### config.mk
export PLATFORM = sky130hd
export DESIGN_NAME = player_motion_ctrl
export DESIGN_NICKNAME = d
export VERILOG_FILES = /design/src/rtl/player_pkg.sv /design/src/rtl/player_motion_ctrl_key_match.sv /design/src/rtl/player_motion_ctrl.sv
export SDC_FILE = /design/constraint.sdc
export NUM_CORES = 1
export LEC_CHECK = 0
export CAP_MARGIN = 20
export CORE_UTILIZATION = 50
export CTS_BUF_LIST = sky130_fd_sc_hd__clkbuf_2
export DETAILED_ROUTE_END_ITERATION = 8
export PLACE_DENSITY = 0.82
export RECOVER_POWER = 25
export SLEW_MARGIN = 10
export SYNTH_ARGS = -nofsm -noshare
export SYNTH_HDL_FRONTEND = slang
export SYNTH_SLANG_ARGS = --single-unit
### constraint.sdc
create_clock -name frame_clk -period 5.7 [get_ports frame_clk]
set_input_delay 1.14 -clock frame_clk [delete_from_list [all_inputs] [get_ports frame_clk]]
set_output_delay 1.14 -clock frame_clk [all_outputs]
set_load 0.01 [all_outputs]
### src/rtl/player_pkg.sv
// Shared types and screen constants for the per-player motion/life controller.
package player_pkg;

  typedef enum logic [1:0] {
    FWD   = 2'd0,
    LEFT  = 2'd1,
    RIGHT = 2'd2
  } facing_t;

  typedef enum logic [2:0] {
    IDLE   = 3'd0,
    ACTIVE = 3'd1,
    HIT    = 3'd2,
    INVULN = 3'd3,
    DEAD   = 3'd4
  } pstate_t;

  localparam int X_MIN = 10;
  localparam int X_MAX = 590;

endpackage

### src/rtl/player_motion_ctrl_key_match.sv
// Reports whether a non-zero target keycode appears in any of the packed keycode slots.
module key_match #(
  parameter int NUM_KEYS = 4
) (
  input  logic [NUM_KEYS*8-1:0] keycodes_i,
  input  logic [7:0]            target_i,
  output logic                  hit_o
);

  always_comb begin
    hit_o = 1'b0;
    for (int i = 0; i < NUM_KEYS; i++) begin
      if (keycodes_i[8*i +: 8] == target_i) hit_o = 1'b1;
    end
    // Code 0 means "empty slot", so it can never count as a press.
    if (target_i == 8'd0) hit_o = 1'b0;
  end

endmodule

### src/rtl/player_motion_ctrl.sv
// Per-player frame-rate controller: horizontal motion with wall clamping plus the
// hit / freeze / invulnerability / death state machine and lives counter.
module player_motion_ctrl #(
  parameter int          NUM_KEYS        = 4,
  parameter int          X_CENTER        = 380,
  parameter int          X_MIN           = player_pkg::X_MIN,
  parameter int          X_MIN_WALL      = 130,
  parameter int          X_MAX           = player_pkg::X_MAX,
  parameter int          SPRITE_W        = 43,
  parameter int          STEP            = 2,
  parameter logic [15:0] WALL_LEVEL_MASK = 16'h0070,
  parameter int          LIVES_INIT      = 3,
  parameter int          FREEZE_FRAMES   = 60,
  parameter int          INVULN_FRAMES   = 120
) (
  input  logic                  Reset,
  input  logic                  frame_clk,
  input  logic [NUM_KEYS*8-1:0] keycodes,
  input  logic [7:0]            key_left,
  input  logic [7:0]            key_right,
  input  logic [9:0]            level,
  input  logic [1:0]            game_on,
  input  logic                  collision,
  input  logic                  enable,
  output logic [9:0]            player_x,
  output logic [1:0]            facing,
  output logic [2:0]            pstate,
  output logic                  invuln,
  output logic                  blink,
  output logic [2:0]            lives,
  output logic                  dead
);
  import player_pkg::*;

  localparam int TMAX    = (FREEZE_FRAMES > INVULN_FRAMES) ? FREEZE_FRAMES : INVULN_FRAMES;
  localparam int TIMER_W = (TMAX > 8) ? $clog2(TMAX + 1) : 3;

  pstate_t              state_q, state_d;
  logic [9:0]           x_q, x_d;
  logic [2:0]           lives_q, lives_d;
  logic [TIMER_W-1:0]   timer_q, timer_d;

  logic left_p, right_p;

  key_match #(.NUM_KEYS(NUM_KEYS)) u_left_match (
    .keycodes_i (keycodes),
    .target_i   (key_left),
    .hit_o      (left_p)
  );

  key_match #(.NUM_KEYS(NUM_KEYS)) u_right_match (
    .keycodes_i (keycodes),
    .target_i   (key_right),
    .hit_o      (right_p)
  );

  logic                wall;
  logic signed [10:0]  xmin_s, xmax_s, x_s, x_left_s, x_right_s, nx_left_s, nx_right_s;
  logic                move_ok;
  logic [9:0]          x_move;
  facing_t             face;

  // Clamp against this frame's bounds at 11-bit signed so a step below zero cannot wrap.
  always_comb begin
    wall       = (level < 10'd16) && WALL_LEVEL_MASK[level[3:0]];
    xmin_s     = wall ? $signed(11'(X_MIN_WALL)) : $signed(11'(X_MIN));
    xmax_s     = $signed(11'(X_MAX - SPRITE_W));
    x_s        = $signed({1'b0, x_q});
    x_left_s   = x_s - $signed(11'(STEP));
    x_right_s  = x_s + $signed(11'(STEP));
    nx_left_s  = (x_left_s < xmin_s) ? xmin_s : x_left_s;
    nx_right_s = (x_right_s > xmax_s) ? xmax_s : x_right_s;
  end

  always_comb begin
    move_ok = (game_on != 2'd0) && enable && ((state_q == ACTIVE) || (state_q == INVULN));
    x_move  = x_q;
    face    = FWD;
    if (move_ok) begin
      if (left_p) begin
        x_move = nx_left_s[9:0];
        if (nx_left_s != x_s) face = LEFT;
      end else if (right_p) begin
        x_move = nx_right_s[9:0];
        if (nx_right_s != x_s) face = RIGHT;
      end
    end
  end

  always_comb begin
    state_d = state_q;
    x_d     = x_q;
    lives_d = lives_q;
    timer_d = timer_q;
    if (game_on == 2'd0) begin
      state_d = IDLE;
      x_d     = 10'(X_CENTER);
      lives_d = 3'(LIVES_INIT);
      timer_d = '0;
    end else begin
      unique case (state_q)
        IDLE: state_d = ACTIVE;
        ACTIVE: begin
          x_d = x_move;
          if (enable && collision) begin
            if (lives_q <= 3'd1) begin
              state_d = DEAD;
              lives_d = 3'd0;
            end else begin
              state_d = HIT;
              lives_d = lives_q - 3'd1;
              timer_d = TIMER_W'(FREEZE_FRAMES - 1);
            end
          end
        end
        HIT: begin
          if (timer_q == '0) begin
            state_d = INVULN;
            timer_d = TIMER_W'(INVULN_FRAMES - 1);
          end else begin
            timer_d = timer_q - 1'b1;
          end
        end
        INVULN: begin
          x_d = x_move;
          if (timer_q == '0) state_d = ACTIVE;
          else               timer_d = timer_q - 1'b1;
        end
        DEAD: state_d = DEAD;
        default: state_d = IDLE;
      endcase
    end
  end

  always_ff @(posedge frame_clk or posedge Reset) begin
    if (Reset) begin
      state_q <= IDLE;
      x_q     <= 10'(X_CENTER);
      lives_q <= 3'(LIVES_INIT);
      timer_q <= '0;
    end else begin
      state_q <= state_d;
      x_q     <= x_d;
      lives_q <= lives_d;
      timer_q <= timer_d;
    end
  end

  assign player_x = x_q;
  assign lives    = lives_q;
  assign pstate   = state_q;
  assign facing   = face;
  assign invuln   = (state_q == HIT) || (state_q == INVULN);
  assign blink    = (state_q == INVULN) && timer_q[2];
  assign dead     = (state_q == DEAD);

endmodule

# Word-level counts from Yosys, hierarchy flattened
# Memories as Yosys holds them, arrays and structs flattened.
# Index checks and enable logic that the tools add are counted.
# classes
eq_ne	19
order_cmp	5
addsub	4
n_reduce_logical	24
n_mux	40
# op_table
operator	count
$eq 8x8->1	8
$mux 10	5
$mux 7	5
$mux 3	9
$mux 11	2
$ne 11x11->1	2
$pmux 7 s3	1
$logic_not 8->1	2
$pmux 3 s5	1
$mux 1	12
$add 10x2->11 const B	1
$gt 11x11->1 const B	1
$lt 11x9->1	1
$sub 10x2->11 const B	1
$lt 10x5->1 const B	1
$reduce_bool 2->1	5
$ne 3x3->1 const B	3
$mux 2	4
$mux 8	1
$logic_not 7->1	1
$sub 7x1->7 const B	1
$eq 3x2->1 const B	2
$ne 3x1->1 const B	2
$reduce_and 3->1	2
14 further kinds	19
# totals
romBits	16
in_bits	64
out_inout_bits	21
n_memories	1
reg_bits	23
# memory_table
memory	depth	word_bits	read_ports	rd_ports_with_merged_regs	wr	line_no	rtl
(name not given)	16	1	1	0	0	player_motion_ctrl.sv:65	wall = (level < 10'd16) && WALL_LEVEL_MASK[level[3:0]];

# Longest topological paths before layout
# Gate-level depths: netlist of the first run.
# depth
depth_word	11
depth_mapped	17
depth_no_buf	15

# Cells and area by module
# A second synthesis of the first run with hierarchy kept.
# hier_totals
cells_unflattened	368
area_unflattened_um2	2916.5
# modules_own_cells
mod	seq_area_each_um2	instances	area_each_um2	cells_per_inst
player_motion_ctrl	585.6	1	2035.7	256
key_match	0.0	2	440.4	56

# Worst setup path before layout of the first run
# OpenSTA, ideal clock, no wires.
# synth_timing
kind	in2out
startpoint	in level[9]
endpoint	out facing[0]
stages	13
t_arrival_ps	4023
required_time_ps	4560
setup_slack_ps	537
n_path_buf	0
cell_sequence	nor4b_1 nand3_1 inv_1 ha_1 a2111oi_0 nand3b_1 a211oi_1 ha_1 inv_1 or4_1 or3_1 nor4_1 nor3_1
# synth_between
elab_chain_cells	9
# synth_lines
element	line_no	rtl
start, declared	player_motion_ctrl.sv:21	input logic [9:0] level,
$lt 10x5->1 *	player_motion_ctrl.sv:65	
$logic_and 1x1->1 *	player_motion_ctrl.sv:65	
$mux 8 *	player_motion_ctrl.sv:66	xmin_s = wall ? $signed(11'(X_MIN_WALL)) : $signed(11'(X_MIN));
$lt 11x9->1	player_motion_ctrl.sv:71	nx_left_s = (x_left_s < xmin_s) ? xmin_s : x_left_s;
$mux 11 *	player_motion_ctrl.sv:71	
$ne 11x11->1 *	player_motion_ctrl.sv:82	if (nx_left_s != x_s) face = LEFT;
$mux 1 *	player_motion_ctrl.sv:82	
$mux 2 *	player_motion_ctrl.sv:80	if (left_p) begin
$mux 2 *	player_motion_ctrl.sv:79	if (move_ok) begin
end, declared	player_motion_ctrl.sv:26	output logic [1:0] facing,
# Mark *: on every way between the ends. The rest lies on a longest branch, timed or not.

# Final worst setup path of the first run
# layout_timing
startpoint	in level[5]
endpoint	reg x_q[3] (netlist: player_x[3])
# layout_between
elab_chain_cells	9
# layout_lines
element	line_no	rtl
$lt 10x5->1 *	player_motion_ctrl.sv:65	
$logic_and 1x1->1 *	player_motion_ctrl.sv:65	
$mux 8 *	player_motion_ctrl.sv:66	
$lt 11x9->1	player_motion_ctrl.sv:71	
$mux 11 *	player_motion_ctrl.sv:71	
$mux 10 *	player_motion_ctrl.sv:80	
$mux 10 *	player_motion_ctrl.sv:79	
$mux 10 *	player_motion_ctrl.sv:101	unique case (state_q)
$mux 10 *	player_motion_ctrl.sv:95	if (game_on == 2'd0) begin
end signal, assigned	player_motion_ctrl.sv:138	x_q <= 10'(X_CENTER);
end, declared	player_motion_ctrl.sv:39	logic [9:0] x_q, x_d;
# Mark *: on every way between the ends. The rest lies on a longest branch, timed or not. The select of a mux whose other input is x is not followed.
# A chain may end at the register's enable or synchronous reset.

==> out/metrics.yaml, run 1 <==
timing:
  worstMarginPinSlew_ns: 0.889
  max_freq_ghz: 0.175
  hold_viol_final: 0
  skew_ns: 0.0116
  slew_viol_final: 0
  slew_headroom: 0.407
  period_minus_slack_ns: 5.70
  setup_viol: 0
  hold_slack_ns: 0.564
  period_share: 1.00
route:
  dr_total_vias: 3127
  final_antenna_net_count: 0
  wire_per_inst_um: 16.3
  drt_first_iter_violations: 325
  route.detailed.drc: 0
  dr.pass1.iters: 5
  drt-total-wl_um: 8660
  via_per_inst: 5.88
run:
  max_cap_violations: 0
setup_path:
  crit_fanout: 2
  max_stage_delay_ns: 0.53
  arrival_ns: 6.00
  worstPathRequired_ns: 6.00
  cp-start-kind: "input pin"
  path_class: "input pin to flip-flop"
  cp-end-kind: "flip-flop"
  path_common_cell: "buf_4"
  crit_slowest_cell: "clkdlybuf4s50_1"
logic_synthesis:
  synth_edf_count: 0
  synth_area_um2: 2880
  synth.mux.area_fraction: 0.00348
  synth_largest_area_cell: "dfrtp_1"
  yosys.area_share.simple: 0.266
  yosys-top-cells-area: "dfrtp_1 13%, xnor2_1 11%, xor2_1 10%"
  seq_area_frac_synth: 0.204
  ys_types: 64
  yosysWarningCount: 0
  synthAdderAreaFrac: 0.0391
  syn-mean-instance-area_um2: 7.73
  synth.top_cell.area_share: 0.130
  synth_xor_area_frac: 0.216
  synthCells: 372
  syn-num-nets: 445
  synth_compound_area_frac: 0.177
  synth_flop_cell: "dfrtp_1"
  synthArstFlopShare: 1.00
  synth_top_family_by_area: "simple AND/OR/NAND/NOR gates"
  yosys_register_bits: 23
cells_and_area:
  fillCellCount: 453
  layout.cells.non_filler: 532
  layout.nets: 534
  fin_area_um2: 3980
  drive_gt1_frac: 0.146
  syn2layout_area_growth_pct: 38.5
  n_antenna_cell: 0
clock_tree:
  clkSlewWorstSetupHoldPaths_ns: 0.25
  cts_buffers: 3
  clock_latency_ns: 0.34
  cts.sinks: 23
  hold_buffers: 0
  ctsLongestPathBuffers: 2
  cts_tree: "done"
  cts-root-buf: "clkbuf_2"
  cts_max_level: 1
die:
  die_w_um: 77.9
  die_area_um2: 6060
  num_io_pins: 85
  rows: 27
  die_h_um: 77.9
  core-area_um2: 5540
  start_util: 0.519
power_and_ir_drop:
  p_leak_nw: 1.62
  p_per_area_nw_per_um2: 269
  total_power_mw: 1.07
  vdd_ir_drop_max_mv: 0.153
run_status:
  status: "complete, no violations"
placement:
  placedInstanceArea_um2: 3640
  placed_cells: 499
  place_hpwl_um: 5920
  globalplace.congestion: 0.920
  portBuffers: 84
global_routing:
  gr-usage-all-layers: 0.285
  grt_max_degree: 24
  overflow: 0
  antenna_found_initial: 0
  grt_pass1_vias: 2943
  grt_pass1_wl_um: 14000
worst_hold_path:
  hp-class: "flip-flop to flip-flop"
metal layers:
metal | routed length (um) | vias to the layer above | global-route usage
li1 | - | 1503 | -
met1 | 3520 | 1408 | 0.362
met2 | 4230 | 189 | 0.496
met3 | 644 | 27 | 0.0376
met4 | 267 | 0 | 0.0925
met5 | 0 | - | 0
Yosys cell counts (all sizes together) (2+ instances only):
cell and count:
o22ai 2, nand3b 2, clkbuf 16, o21ai 22, and3 4, inv 15
nor3 12, nand4 11, nor2b 3, buf 19, and2 3, dfstp 8
a31oi 3, a221oi 2, o21a 3, nand2b 3, xor2 34, or3b 2
nor2 30, o22a 2, xnor2 37, o31ai 4, nand2 24, nand3 12
a211oi 3, or3 7, ha 9, a41oi 2, nand4b 2, nor4 19
a21oi 16, a311oi 3, dfrtp 15, or2 3, or4 3
repair_timing:
item / CTS / global route
buffers inserted: 31 / 0
gates resized for setup: 9 / 18
endpoints found under the setup margin: 1 / 2
pin swaps: 7 / 15
per-stage QoR:
step	setup slack [ns]	utilization	TNS, ns
after global routing	-0.106	0.719	-0.122
after CTS	0.0212	0.706	0
after global placement	-0.295	0.657	-0.295
after floorplan	0.537	-	0
after detailed placement	-0.412	0.657	-0.412
final	0.00142	0.719	0
cells by family (layout without fill, tap and decap cells):
logic type / count (synthesis) / in the layout
xor gates and xnor gates: 71 / 71
AOI/OAI and AO/OA: 76 / 76
and+or+nand+nor: 142 / 142
adders and majority gates: 9 / 9
DFF: 23 / 23
muxes: 1 / 1
buffers and inverters: 50 / 138
critical path: cells and delay by family:
| family | cells | cell delay (ns) |
|---|---|---|
| AO/OA/AOI/OAI | 3 | 0.49 |
| buffers and inverters | 31 | 4.21 |
| AND/OR/NAND/NOR | 2 | 0.16 |
final cells by class:
type	count	area, um2	share of cell area
clock inverters	1	5.00	0.00126
multi-input cells	299	2120	0.532
well taps	72	90.1	0.0226
repair buffers	119	1110	0.280
flip-flops and latches	23	586	0.147
inverters	15	56.3	0.0141
clock buffers	3	15.0	0.00377
sequential cells by signal, summed over array words and instances (netlist names):
name,cells
player_x,10
timer_q,7
lives,3
pstate,3
placed cells by master (no fill, tap or decap), types with 3 or more instances in the layout:
cell type        count
a21oi_1             16
a311oi_1             3
a31oi_1              3
and2_1               3
and3_1               4
buf_4               35
clkbuf_2             3
clkdlybuf4s50_1     75
dfrtp_1             15
dfstp_2              8
dlymetal6s2s_1       6
ha_1                 8
inv_1               14
nand2_1             24
nand2b_1             3
nand3_1             10
nand4_1             11
nor2_1              29
nor2b_1              3
nor3_1              10
nor4_1              17
o21a_1               3
o21ai_0             16
o21ai_1              4
o31ai_1              4
or3_1                5
xnor2_1             37
xor2_1              34
worst paths after layout:
| check | startpoint | end | slack [ns] | cells after the start |
|---|---|---|---|---|
| max | level[5] | player_x[3] | 0.001 | 36 |
| min | timer_q[6] | timer_q[6] | 0.56 | 2 |
| max reg2reg | player_x[2] | player_x[5] | 2.09 | 12 |
| min reg2reg | timer_q[6] | timer_q[6] | 0.56 | 2 |
| max in group asynchronous | Reset | timer_q[2] | 3.78 | 2 |
| min in group asynchronous | Reset | player_x[7] | 1.38 | 2 |
power by group:
| part | leakage [nW] | switching [mW] | total [mW] | internal (mW) |
|---|---|---|---|---|
| sequential | 0.279 | 0.125 | 0.363 | 0.238 |
| clock | 0.0164 | 0.0544 | 0.0703 | 0.0159 |
| combinational | 1.33 | 0.332 | 0.637 | 0.305 |
Note: power is estimated with default switching activity, not from simulation.
==> run 2: changes to the inputs <==
--- a/config.mk
+++ b/config.mk
@@ -9,6 +9,7 @@
 export CORE_UTILIZATION = 50
 export CTS_BUF_LIST = sky130_fd_sc_hd__clkbuf_2
 export DETAILED_ROUTE_END_ITERATION = 8
+export GPL_TIMING_DRIVEN = 0
 export PLACE_DENSITY = 0.82
 export RECOVER_POWER = 25
 export SLEW_MARGIN = 10
==> out/metrics.yaml, run 2 (same netlist as run 1, synthesis figures left out) <==
timing:
  worstMarginPinSlew_ns: 0.919  # +0.0298 ns
  rsz0062_at_grt: "false"
  worst_slack_ns: 0.174  # +0.173 ns
  period_share: 0.969  # -0.0303
  period_minus_slack_ns: 5.53  # -0.173 ns
  max_freq_ghz: 0.181  # +3.1%
  setup_viol: 0  # unchanged
  skew_ns: 0.0136  # +0.00200 ns
  slew_viol_final: 0  # unchanged
  hold_viol_final: 0  # unchanged
  slew_headroom: 0.387  # -0.0199
route:
  via_per_inst: 5.96  # +1.3%
  final_antenna_net_count: 0  # unchanged
  drt_first_iter_violations: 316  # -2.8%
  wire_per_inst_um: 16.1  # -1.2%
  route.detailed.drc: 0  # unchanged
  drt-total-wl_um: 8420  # -2.9%
  dr_total_vias: 3115  # -0.38%
  dr.pass1.iters: 5  # unchanged
setup_path:
  r2r_setup_slack_ns: 1.99  # -0.10 ns
  r2r_end: "player_x[6]"
  arrival_ns: 4.39  # -1.61 ns
  crit_slowest_cell: "or4_4"
  path_class: "input pin to primary output"
  crit_family: "simple AND/OR/NAND/NOR gates"
  r2r_start: "player_x[1]"
  cp-start-kind: "input pin"
  max_stage_delay_ns: 0.41  # -0.12 ns
  cp-end-kind: "primary output"
  reg2regPathDepth: 13  # +1
  worstPathRequired_ns: 4.56  # -1.44 ns
  path_buf_inv: 4  # -87%
  crit_fanout: 2  # unchanged
  cp_cell_sequence: "dlygate4sd2_1, nor4b_4, nand3_2, inv_2, ha_4, a2111oi_4, nand3b_1, a211oi_2, ha_1, inv_4, or4_4, or3_4, nor4_4, nor3_2, buf_2"
clock_tree:
  cts_max_level: 1  # unchanged
  cts_tree: "done"
  ctsLongestPathBuffers: 2  # unchanged
  cts.sinks: 23  # unchanged
  clkSlewWorstSetupHoldPaths_ns: 0.25  # about the same
  cts-root-buf: "clkbuf_2"
  clock_latency_ns: 0.38  # +0.04 ns
  cts_buffers: 3  # unchanged
cells_and_area:
  fin_area_um2: 3800  # -4.6%
  layout.nets: 525  # -1.7%
  final_common_cell: "clkdlybuf4s50_1"
  layout.cells.non_filler: 523  # -1.7%
  largest_reg_flops: 10  # unchanged
  seq_area_um2: 586  # unchanged
  n_antenna_cell: 0  # unchanged
  syn2layout_area_growth_pct: 32.2
  multi_input_area_um2: 2110  # -0.35%
  drive_gt1_frac: 0.133  # -0.0126
  final_util: 0.686  # -0.0327
  fillCellCount: 462  # +2.0%
  final_cell_mix: "58 x clkdlybuf4s50_1, 37 x xnor2_1, 34 x xor2_1, 29 x nor2_1, 24 x nand2_1"
power_and_ir_drop:
  total_power_mw: 1.09  # +1.9%
  p_per_area_nw_per_um2: 287  # +6.8%
  vdd_ir_drop_max_mv: 0.195  # +27%
  p_leak_nw: 1.49  # -8.1%
placement:
  portBuffers: 68  # -19%
  place_hpwl_um: 6320  # +6.9%
  placed_cells: 512  # +2.6%
  placedInstanceArea_um2: 3650  # +0.28%
  globalplace.congestion: 0.970  # +5.5%
  dp_slack_ns: -1.16  # -0.750 ns
die:
  num_io_pins: 85  # unchanged
  die_w_um: 77.9  # unchanged
  core-area_um2: 5540  # unchanged
  die_h_um: 77.9  # unchanged
  rows: 27  # unchanged
  start_util: 0.519  # unchanged
  die_area_um2: 6060  # unchanged
global_routing:
  grt_max_degree: 24  # unchanged
  overflow: 0  # unchanged
  antenna_found_initial: 0  # unchanged
  gr-usage-all-layers: 0.278  # -0.00711
  grt_pass1_wl_um: 13600  # -2.2%
  grt_pass1_vias: 2986  # +1.5%
worst_hold_path:
  hold_path_startpoint: "timer_q[5]"
  hold_path_end: "timer_q[5]"
  hp-class: "flip-flop to flip-flop"
  hold_path_depth: 1  # -1
run:
  max_cap_violations: 0  # unchanged
run_status:
  status: "complete, no violations"
## run 2: changes by cell type in the layout (fill, tap and decap cells not counted), moves of 5 or more
cell / previous run / this run
buf_2: 1 / 9
buf_4: 35 / 12
buf_6: 0 / 5
clkbuf_1: 0 / 15
clkdlybuf4s50_1: 75 / 58
dlygate4sd2_1: 0 / 7
dlymetal6s2s_1: 6 / 1
## run 2: area by class of cell
type,instances,share of cell area
clock inverters,1,0.00132
multi-input cells,299,0.555
repair buffers,75,0.190
plain buffers,35,0.0566
flip-flops and latches,23,0.154
well taps,72,0.0237
clock buffers,3,0.00395
inverters,15,0.0155
## run 2: what timing repair did
item / CTS / global route
hold buffers: 0 / 0
resized for setup: 28 / 1
setup endpoints to repair: 1 / 1
pin swaps: 12 / 9
setup buffers: 5 / 2
## run 2: report_power, final
group / internal, mW / switching [mW]
registers: 0.237 / 0.0641
clock network: 0.0159 / 0.0600
logic: 0.317 / 0.398
total: 0.569 / 0.522
## run 2: stage by stage
stage / setup TNS, ns / hold slack (ns)
after floorplan: 0 / 0.481
after global placement: -1.02 / 0.504
after detailed placement: -1.16 / 0.522
after CTS: 0 / 0.565
after global routing: 0 / 0.583
final: 0 / 0.572
## run 2: worst max-delay path by stage
stage | slack, ns | end | from | cells past startpoint
floorplan | 0.54 | facing[0] | level[9] | 13
global placement | -1.02 | facing[0] | level[9] | 15
detailed placement | -1.16 | facing[0] | level[9] | 15
CTS | 0.04 | facing[0] | level[8] | 15
global route | 0.06 | facing[0] | level[4] | 15
finish | 0.17 | facing[0] | level[4] | 15
## run 2: layer usage
metal	global-route usage	vias up	part of all wire
met5	0	-	0
met2	0.500	171	0.49
met4	0.0717	0	0.016
li1	-	1483	-
met3	0.0329	15	0.072
met1	0.349	1446	0.42
==> run 3: changes to the inputs <==
--- a/config.mk
+++ b/config.mk
@@ -12,6 +12,7 @@
 export GPL_TIMING_DRIVEN = 0
 export PLACE_DENSITY = 0.82
 export RECOVER_POWER = 25
+export SKIP_LAST_GASP = 1
 export SLEW_MARGIN = 10
 export SYNTH_ARGS = -nofsm -noshare
 export SYNTH_HDL_FRONTEND = slang
==> results of run 3 <==
The final DEF is identical to that of run 2; final timing and power are the same.
